### src/rtl/conv3x3_stream_engine.sv
// Streaming 3x3 convolution / 2x2 max-pool engine with two line buffers
// and a fixed three-stage pipeline behind a registered output stage.
module conv3x3_stream_engine #(
    parameter int DATA_W    = 8,
    parameter int WEIGHT_W  = 8,
    parameter int ACC_W     = 32,
    parameter int OUT_W     = 8,
    parameter int MAX_WIDTH = 128,
    parameter int DIM_W     = 8
) (
    input  logic                  clk,
    input  logic                  rst_n,
    input  logic                  start,
    input  logic                  mode,
    input  logic                  relu_en,
    input  logic [4:0]            shift,
    input  logic [DIM_W-1:0]      width,
    input  logic [DIM_W-1:0]      height,
    input  logic [9*WEIGHT_W-1:0] weights,
    input  logic [ACC_W-1:0]      bias,
    input  logic                  in_valid,
    input  logic [DATA_W-1:0]     pixel_in,
    output logic                  out_valid,
    output logic [OUT_W-1:0]      pixel_out,
    output logic                  busy,
    output logic                  done
);
    localparam int PW     = DATA_W + WEIGHT_W;
    localparam int LB_AW  = (MAX_WIDTH > 1) ? $clog2(MAX_WIDTH) : 1;
    localparam int STAGES = 3;
    localparam logic signed [ACC_W-1:0] SAT_MAX = (ACC_W'(1) <<< (OUT_W-1)) - ACC_W'(1);
    localparam logic signed [ACC_W-1:0] SAT_MIN = ~SAT_MAX;

    typedef enum logic [1:0] {S_IDLE, S_RUN, S_DRAIN} state_t;

    state_t                   state_q;
    logic                     busy_q, done_q;
    logic [DIM_W-1:0]         col_q, row_q;
    logic                     mode_q, relu_en_q;
    logic [4:0]               shift_q;
    logic [DIM_W-1:0]         width_q, height_q;
    logic [9*WEIGHT_W-1:0]    weights_q;
    logic signed [ACC_W-1:0]  bias_q;

    logic signed [DATA_W-1:0] lb0_mem [MAX_WIDTH];
    logic signed [DATA_W-1:0] lb1_mem [MAX_WIDTH];
    logic signed [DATA_W-1:0] win_q [3][3];
    logic signed [DATA_W-1:0] win_d [3][3];
    logic signed [PW-1:0]     prod_q [9];
    logic signed [PW-1:0]     prod_d [9];
    logic signed [ACC_W-1:0]  acc_q, acc_d;
    logic [STAGES:0]          vld_pipe_q, vld_pipe_d;
    logic [OUT_W-1:0]         pixel_out_q, pixel_out_d;

    logic                     accept, complete, last_pix;
    logic [LB_AW-1:0]         lb_idx;
    logic signed [DATA_W-1:0] lb_top, lb_mid;

    assign accept   = (state_q == S_RUN) && in_valid;
    assign complete = mode_q ? (row_q[0] & col_q[0])
                             : ((row_q >= DIM_W'(2)) && (col_q >= DIM_W'(2)));
    assign last_pix = (row_q == height_q - DIM_W'(1)) && (col_q == width_q - DIM_W'(1));
    assign lb_idx   = col_q[LB_AW-1:0];
    assign lb_top   = lb1_mem[lb_idx];
    assign lb_mid   = lb0_mem[lb_idx];

    assign out_valid = vld_pipe_q[STAGES];
    assign pixel_out = pixel_out_q;
    assign busy      = busy_q;
    assign done      = done_q;

    function automatic logic [OUT_W-1:0] sat(input logic signed [ACC_W-1:0] v);
        if (v > SAT_MAX)      sat = SAT_MAX[OUT_W-1:0];
        else if (v < SAT_MIN) sat = SAT_MIN[OUT_W-1:0];
        else                  sat = v[OUT_W-1:0];
    endfunction

    // Frame control; start in the done cycle is deliberately dropped.
    always_ff @(posedge clk) begin
        if (!rst_n) begin
            state_q   <= S_IDLE;
            busy_q    <= 1'b0;
            done_q    <= 1'b0;
            col_q     <= '0;
            row_q     <= '0;
            mode_q    <= 1'b0;
            relu_en_q <= 1'b0;
            shift_q   <= '0;
            width_q   <= '0;
            height_q  <= '0;
            weights_q <= '0;
            bias_q    <= '0;
        end else begin
            done_q <= 1'b0;
            case (state_q)
                S_IDLE: begin
                    if (start && !done_q) begin
                        mode_q    <= mode;
                        relu_en_q <= relu_en;
                        shift_q   <= shift;
                        width_q   <= width;
                        height_q  <= height;
                        weights_q <= weights;
                        bias_q    <= $signed(bias);
                        col_q     <= '0;
                        row_q     <= '0;
                        busy_q    <= 1'b1;
                        state_q   <= S_RUN;
                    end
                end
                S_RUN: begin
                    if (in_valid) begin
                        if (last_pix) state_q <= S_DRAIN;
                        if (col_q == width_q - DIM_W'(1)) begin
                            col_q <= '0;
                            row_q <= row_q + DIM_W'(1);
                        end else begin
                            col_q <= col_q + DIM_W'(1);
                        end
                    end
                end
                S_DRAIN: begin
                    if (vld_pipe_q[STAGES-1:0] == '0) begin
                        done_q  <= 1'b1;
                        busy_q  <= 1'b0;
                        state_q <= S_IDLE;
                    end
                end
                default: state_q <= S_IDLE;
            endcase
        end
    end

    // lb0 holds the previous row, lb1 the row before that.
    always_ff @(posedge clk) begin
        if (accept) begin
            lb1_mem[lb_idx] <= lb0_mem[lb_idx];
            lb0_mem[lb_idx] <= pixel_in;
        end
    end

    always_comb begin
        win_d = win_q;
        if (accept) begin
            for (int r = 0; r < 3; r++) begin
                win_d[r][0] = win_q[r][1];
                win_d[r][1] = win_q[r][2];
            end
            win_d[0][2] = lb_top;
            win_d[1][2] = lb_mid;
            win_d[2][2] = pixel_in;
        end
        vld_pipe_d = {vld_pipe_q[STAGES-1:0], accept && complete};
    end

    always_comb begin
        logic signed [WEIGHT_W-1:0] wk;
        logic signed [DATA_W-1:0]   m_a, m_b;
        wk  = '0;
        m_a = (win_q[1][1] > win_q[1][2]) ? win_q[1][1] : win_q[1][2];
        m_b = (win_q[2][1] > win_q[2][2]) ? win_q[2][1] : win_q[2][2];
        for (int k = 0; k < 9; k++) begin
            wk = weights_q[k*WEIGHT_W +: WEIGHT_W];
            prod_d[k] = PW'(win_q[k/3][k%3]) * PW'(wk);
        end
        if (mode_q) begin
            for (int k = 0; k < 9; k++) prod_d[k] = '0;
            prod_d[0] = PW'(m_a);
            prod_d[1] = PW'(m_b);
        end
    end

    always_comb begin
        acc_d = bias_q;
        for (int k = 0; k < 9; k++) acc_d = acc_d + ACC_W'(prod_q[k]);
        if (mode_q) acc_d = ACC_W'((prod_q[0] > prod_q[1]) ? prod_q[0] : prod_q[1]);
    end

    // Requantise with round-half-up, optional ReLU, then saturate.
    always_comb begin
        logic signed [ACC_W-1:0] rnd, res;
        rnd = (shift_q == 5'd0) ? '0 : (ACC_W'(1) << (shift_q - 5'd1));
        res = (acc_q + rnd) >>> shift_q;
        if (relu_en_q && res[ACC_W-1]) res = '0;
        if (mode_q) res = acc_q;
        pixel_out_d = vld_pipe_q[STAGES-1] ? sat(res) : pixel_out_q;
    end

    always_ff @(posedge clk) begin
        win_q  <= win_d;
        prod_q <= prod_d;
        acc_q  <= acc_d;
    end

    always_ff @(posedge clk) begin
        if (!rst_n) begin
            vld_pipe_q  <= '0;
            pixel_out_q <= '0;
        end else begin
            vld_pipe_q  <= vld_pipe_d;
            pixel_out_q <= pixel_out_d;
        end
    end
endmodule

### config.mk
export PLATFORM = sky130hd
export DESIGN_NAME = conv3x3_stream_engine
export DESIGN_NICKNAME = d
export VERILOG_FILES = /design/src/rtl/conv3x3_stream_engine.sv
export SDC_FILE = /design/constraint.sdc
export NUM_CORES = 2
export LEC_CHECK = 0
export CAP_MARGIN = 20
export CORE_UTILIZATION = 63
export CTS_CLUSTER_SIZE = 10
export DETAILED_ROUTE_END_ITERATION = 10
export PLACE_DENSITY_LB_ADDON = 0.12
export SLEW_MARGIN = 20
export SYNTH_ARGS = -nofsm -noshare
export SYNTH_HDL_FRONTEND = slang
export SYNTH_SLANG_ARGS = --single-unit
### constraint.sdc
create_clock -name clk -period 6.8 [get_ports clk]
set_input_delay 1.36 -clock clk [delete_from_list [all_inputs] [get_ports clk]]
set_output_delay 1.36 -clock clk [all_outputs]
set_load 0.01 [all_outputs]
==> flow_metrics.env <==
export IMPL_cts_tree="yes"
export IMPL_die_x_microns=443.2
export IMPL_routed_via_count=75030
export IMPL_layout_common_cells="edfxtp_1 (2120), inv_1 (851), fa_1 (694)"
export IMPL_grt_pass1_wl_microns=496600
export IMPL_hold_path_startpoint="vld_pipe_q[1]$_SDFF_PN0_"
export IMPL_layout_nets=10150
export IMPL_async_reset_ff_share_pct=0
export IMPL_pin_count=150
export IMPL_initial_core_util_pct=63.53
export IMPL_grt_setup_unrepaired="false"
export IMPL_min_path_cells=1
export IMPL_finalSetupTns_ns=0
export IMPL_drt_pass1_iter_count=6
export IMPL_syn_inst=8615
export IMPL_synth_fp_nets=9813
export IMPL_syn_mean_instance_area_sq_um=14.23
export IMPL_synth_edff_count=2120
export IMPL_yosysSeqAreaShare_pct=57.51
export IMPL_layout_drive_gt1_share_pct=11.67
export IMPL_rrSetupSlack_ns=0.30
export IMPL_hold_path_class="reg2reg"
export IMPL_final_hold_violation_count=0
export IMPL_ir_drop_v=0.001971
export IMPL_path_max_fanout=3
export IMPL_utilization_pct=70.73
export IMPL_use_met1_pct=45.08
export IMPL_busiest_layer="met2"
export IMPL_whs_endpoint="vld_pipe_q[2]$_SDFF_PN0_"
export IMPL_fin_skew_ns=0.09672
export IMPL_cp_arrival_ns=7.24
export IMPL_die_h_microns=443.2
export IMPL_p_leak_nw=48.59
export IMPL_path_class="reg2reg"
export IMPL_wire_per_inst_microns=28.73
export IMPL_final_common_cell="edfxtp_1"
export IMPL_insertion_delay_ns=0.95
export IMPL_maxCapViolations=0
export IMPL_routed_via_density=6.487
export IMPL_ys_ff_latch=2462
export IMPL_start_kind="register"
export IMPL_core_area_sq_um=193000
export IMPL_fmax_mhz=153.7
export IMPL_yosysUniqueCellTypes=101
export IMPL_grt_start_max_net_pins=156
export IMPL_die_area_sq_um=196400
export IMPL_antenna_found_initial=17
export IMPL_gp_congestion=0.9301
export IMPL_track_usage_pct=34.34
export IMPL_r2r_end="acc_q[30]$_DFF_P_"
export IMPL_n_fill_cell=12740
export IMPL_finalCritPeriodShare_pct=95.66
export IMPL_slew_headroom_pct=23.61
export IMPL_clockBufferDepth=4
export IMPL_timing_final_ws_setup_ns=0.2954
export IMPL_crit_path_end_kind="register"
export IMPL_met2_usage_pct=56.25
export IMPL_cts_clk_slew_worst_paths_ns=0.06
export IMPL_cts_root_buf="clkbuf_16"
export IMPL_regToRegStartpoint="prod_q[114]$_DFF_P_"
export IMPL_regArea_sq_um=70530
export IMPL_cts_setup_buffers=0
export IMPL_p_per_area_nw_per_um2=540.9
export IMPL_synth_area_sq_um=122600
export IMPL_drv_slew=0
export IMPL_overflow=0
export IMPL_pre_cts_slack_ns=0.1179
export IMPL_cts_sinks=2462
export IMPL_core_rowCount=161
export IMPL_worstMarginPinSlew_ns=1.146
export IMPL_ant_nets=0
export IMPL_multi_input_area_sq_um=47480
export IMPL_hpwl_microns=216400
export IMPL_drt_iter0_drc=8298
export IMPL_status="finished clean"
export IMPL_cp_required_ns=7.54
export IMPL_synth_yosys_warnings=0
export IMPL_setup_viol=0
export IMPL_stdcell_area_sq_um=136500
export IMPL_io_buffers=149
export IMPL_fin_crit_ns=6.505
export IMPL_yosys_most_used_dff="edfxtp_1"
export IMPL_areaGrowthSynthToFinish_pct=11.33
export IMPL_numCtsBuffers=304
export IMPL_worstRegToRegCells=26
export IMPL_placedInstanceArea_sq_um=128200
export IMPL_drc=0
export IMPL_cts_resized=0
export IMPL_wl_microns=332300
export IMPL_grt_use_met3_pct=6.197
export IMPL_hold_buffers=0
export IMPL_grt_pass1_vias=77730
export IMPL_h_tree_depth=5
synth_stat cells (12+ instances only):
master,count,share of area (%)
dfxtp_1,342,5.6
o211ai_1,33,0.20
o22ai_1,16,0.082
edfxtp_1,2120,52
a22oi_1,371,2.3
clkbuf_1,289,0.88
a31oi_1,64,0.33
nor2_1,408,1.2
and2_1,346,1.8
nand2b_1,63,0.32
o21ai_0,159,0.65
a41oi_1,18,0.13
a221oi_1,81,0.58
inv_1,852,2.6
ha_1,365,3.7
a21oi_1,355,1.4
o21bai_1,66,0.40
nand2_1,583,1.8
nor3_1,59,0.24
nor2b_1,58,0.30
nand3_1,48,0.20
fa_1,694,11
buf_1,91,0.28
nor4_1,24,0.12
xor2_1,52,0.37
xnor2_1,188,1.3
mux2i_1,56,0.46
nand4_1,96,0.49
a211oi_1,19,0.12
mux2_2,17,0.16
and3_1,20,0.10
o2111ai_1,12,0.086
a22o_1,80,0.57
mux4_2,345,6.3
buf_2,12,0.049
o21a_1,15,0.092
or3_1,12,0.061
a21o_1,37,0.23
cell type report:
| type | count | share of cell area [%] |
|---|---|---|
| clock inverters | 16 | 0.1173 |
| multi-input cells | 4903 | 34.79 |
| well taps | 2526 | 2.315 |
| repair buffers | 426 | 2.785 |
| flip-flops and latches | 2462 | 51.67 |
| clock buffers | 374 | 5.965 |
| diodes | 5 | 0.009166 |
| inverters | 854 | 2.354 |
state kept, by name (all words and copies together) (netlist names), named ones only:
signal	flops
width_q	8
lb0_mem	1024
state_q	2
win_q	72
done	1
weights_q	72
row_q	8
busy	1
col_q	8
lb1_mem	1024
shift_q	5
relu_en_q	1
acc_q	32
vld_pipe_q	4
pixel_out	8
prod_q	144
height_q	8
mode_q	1
bias_q	32
worst max path at each step:
stage          slack (ns)  cells after the start             startpoint                end
6_report             0.30                     26    prod_q[114]$_DFF_P_  acc_q[30]$_DFF_P_
5_1_grt              0.01                     27    prod_q[114]$_DFF_P_  acc_q[24]$_DFF_P_
4_1_cts              0.06                     26  prod_q[82]$_SDFF_PP0_  acc_q[30]$_DFF_P_
3_5_place_dp         0.12                     26  prod_q[82]$_SDFF_PP0_  acc_q[30]$_DFF_P_
3_3_place_gp         0.06                     26  prod_q[82]$_SDFF_PP0_  acc_q[30]$_DFF_P_
2_1_floorplan        0.88                     24  prod_q[82]$_SDFF_PP0_  acc_q[30]$_DFF_P_
through the flow:
step	power [W]	hold slack [ns]	instances
after CTS	0.07368	0.4753	11560
after floorplan	0.04894	0.4244	8615
after global placement	0.05850	0.4567	11170
after detailed placement	0.05939	0.4580	11170
final	0.07383	0.4672	11570
after global routing	0.07908	0.5042	11570
kinds of logic (layout without fill, tap and decap cells):
family                     Yosys count  after routing  share of synthesized area, %
DFF                               2462           2462                         57.51
xor gates and xnor gates           240            240                         1.714
muxes                              419            419                         6.963
adders and majority gates         1059           1059                         15.06
AOI/OAI and AO/OA                 1430           1430                         8.031
other                                0              5                             0
and+or+nand+nor                   1755           1755                         6.874
buffers and inverters             1250           1670                         3.855
power breakdown:
part / total [W] / internal, W / leakage (nW) / switching, W
clock network: 0.0141 / 0.00836 / 4.06 / 0.00573
logic: 0.0417 / 0.0181 / 22.6 / 0.0236
registers: 0.0180 / 0.0175 / 21.9 / 0.000578
worst max-delay path, cell delays in order, from the launching register on:
cell	delay (ns)
dfxtp_1	0.36
fa_1	0.45
fa_1	0.51
inv_1	0.05
fa_1	0.53
inv_1	0.05
fa_1	0.47
inv_1	0.05
fa_1	0.47
inv_1	0.06
ha_1	0.26
a21o_1	0.15
a21oi_1	0.25
nor2b_1	0.12
o211ai_1	0.30
o21ai_1	0.21
o41ai_1	0.30
buf_4	0.19
o21ai_0	0.13
o41ai_2	0.30
buf_4	0.18
o211ai_1	0.14
a41oi_1	0.29
o21bai_1	0.09
a21oi_1	0.18
xor2_1	0.15
o21ai_0	0.08
per-layer routing:
metal  vias to the layer above  wire length, microns
met5                         -                    64
met4                        10                 17120
met3                       830                 30910
met2                      4106                161900
met1                     38130                122300
li1                      31950                     -
Power figures use the tool's default switching activity.
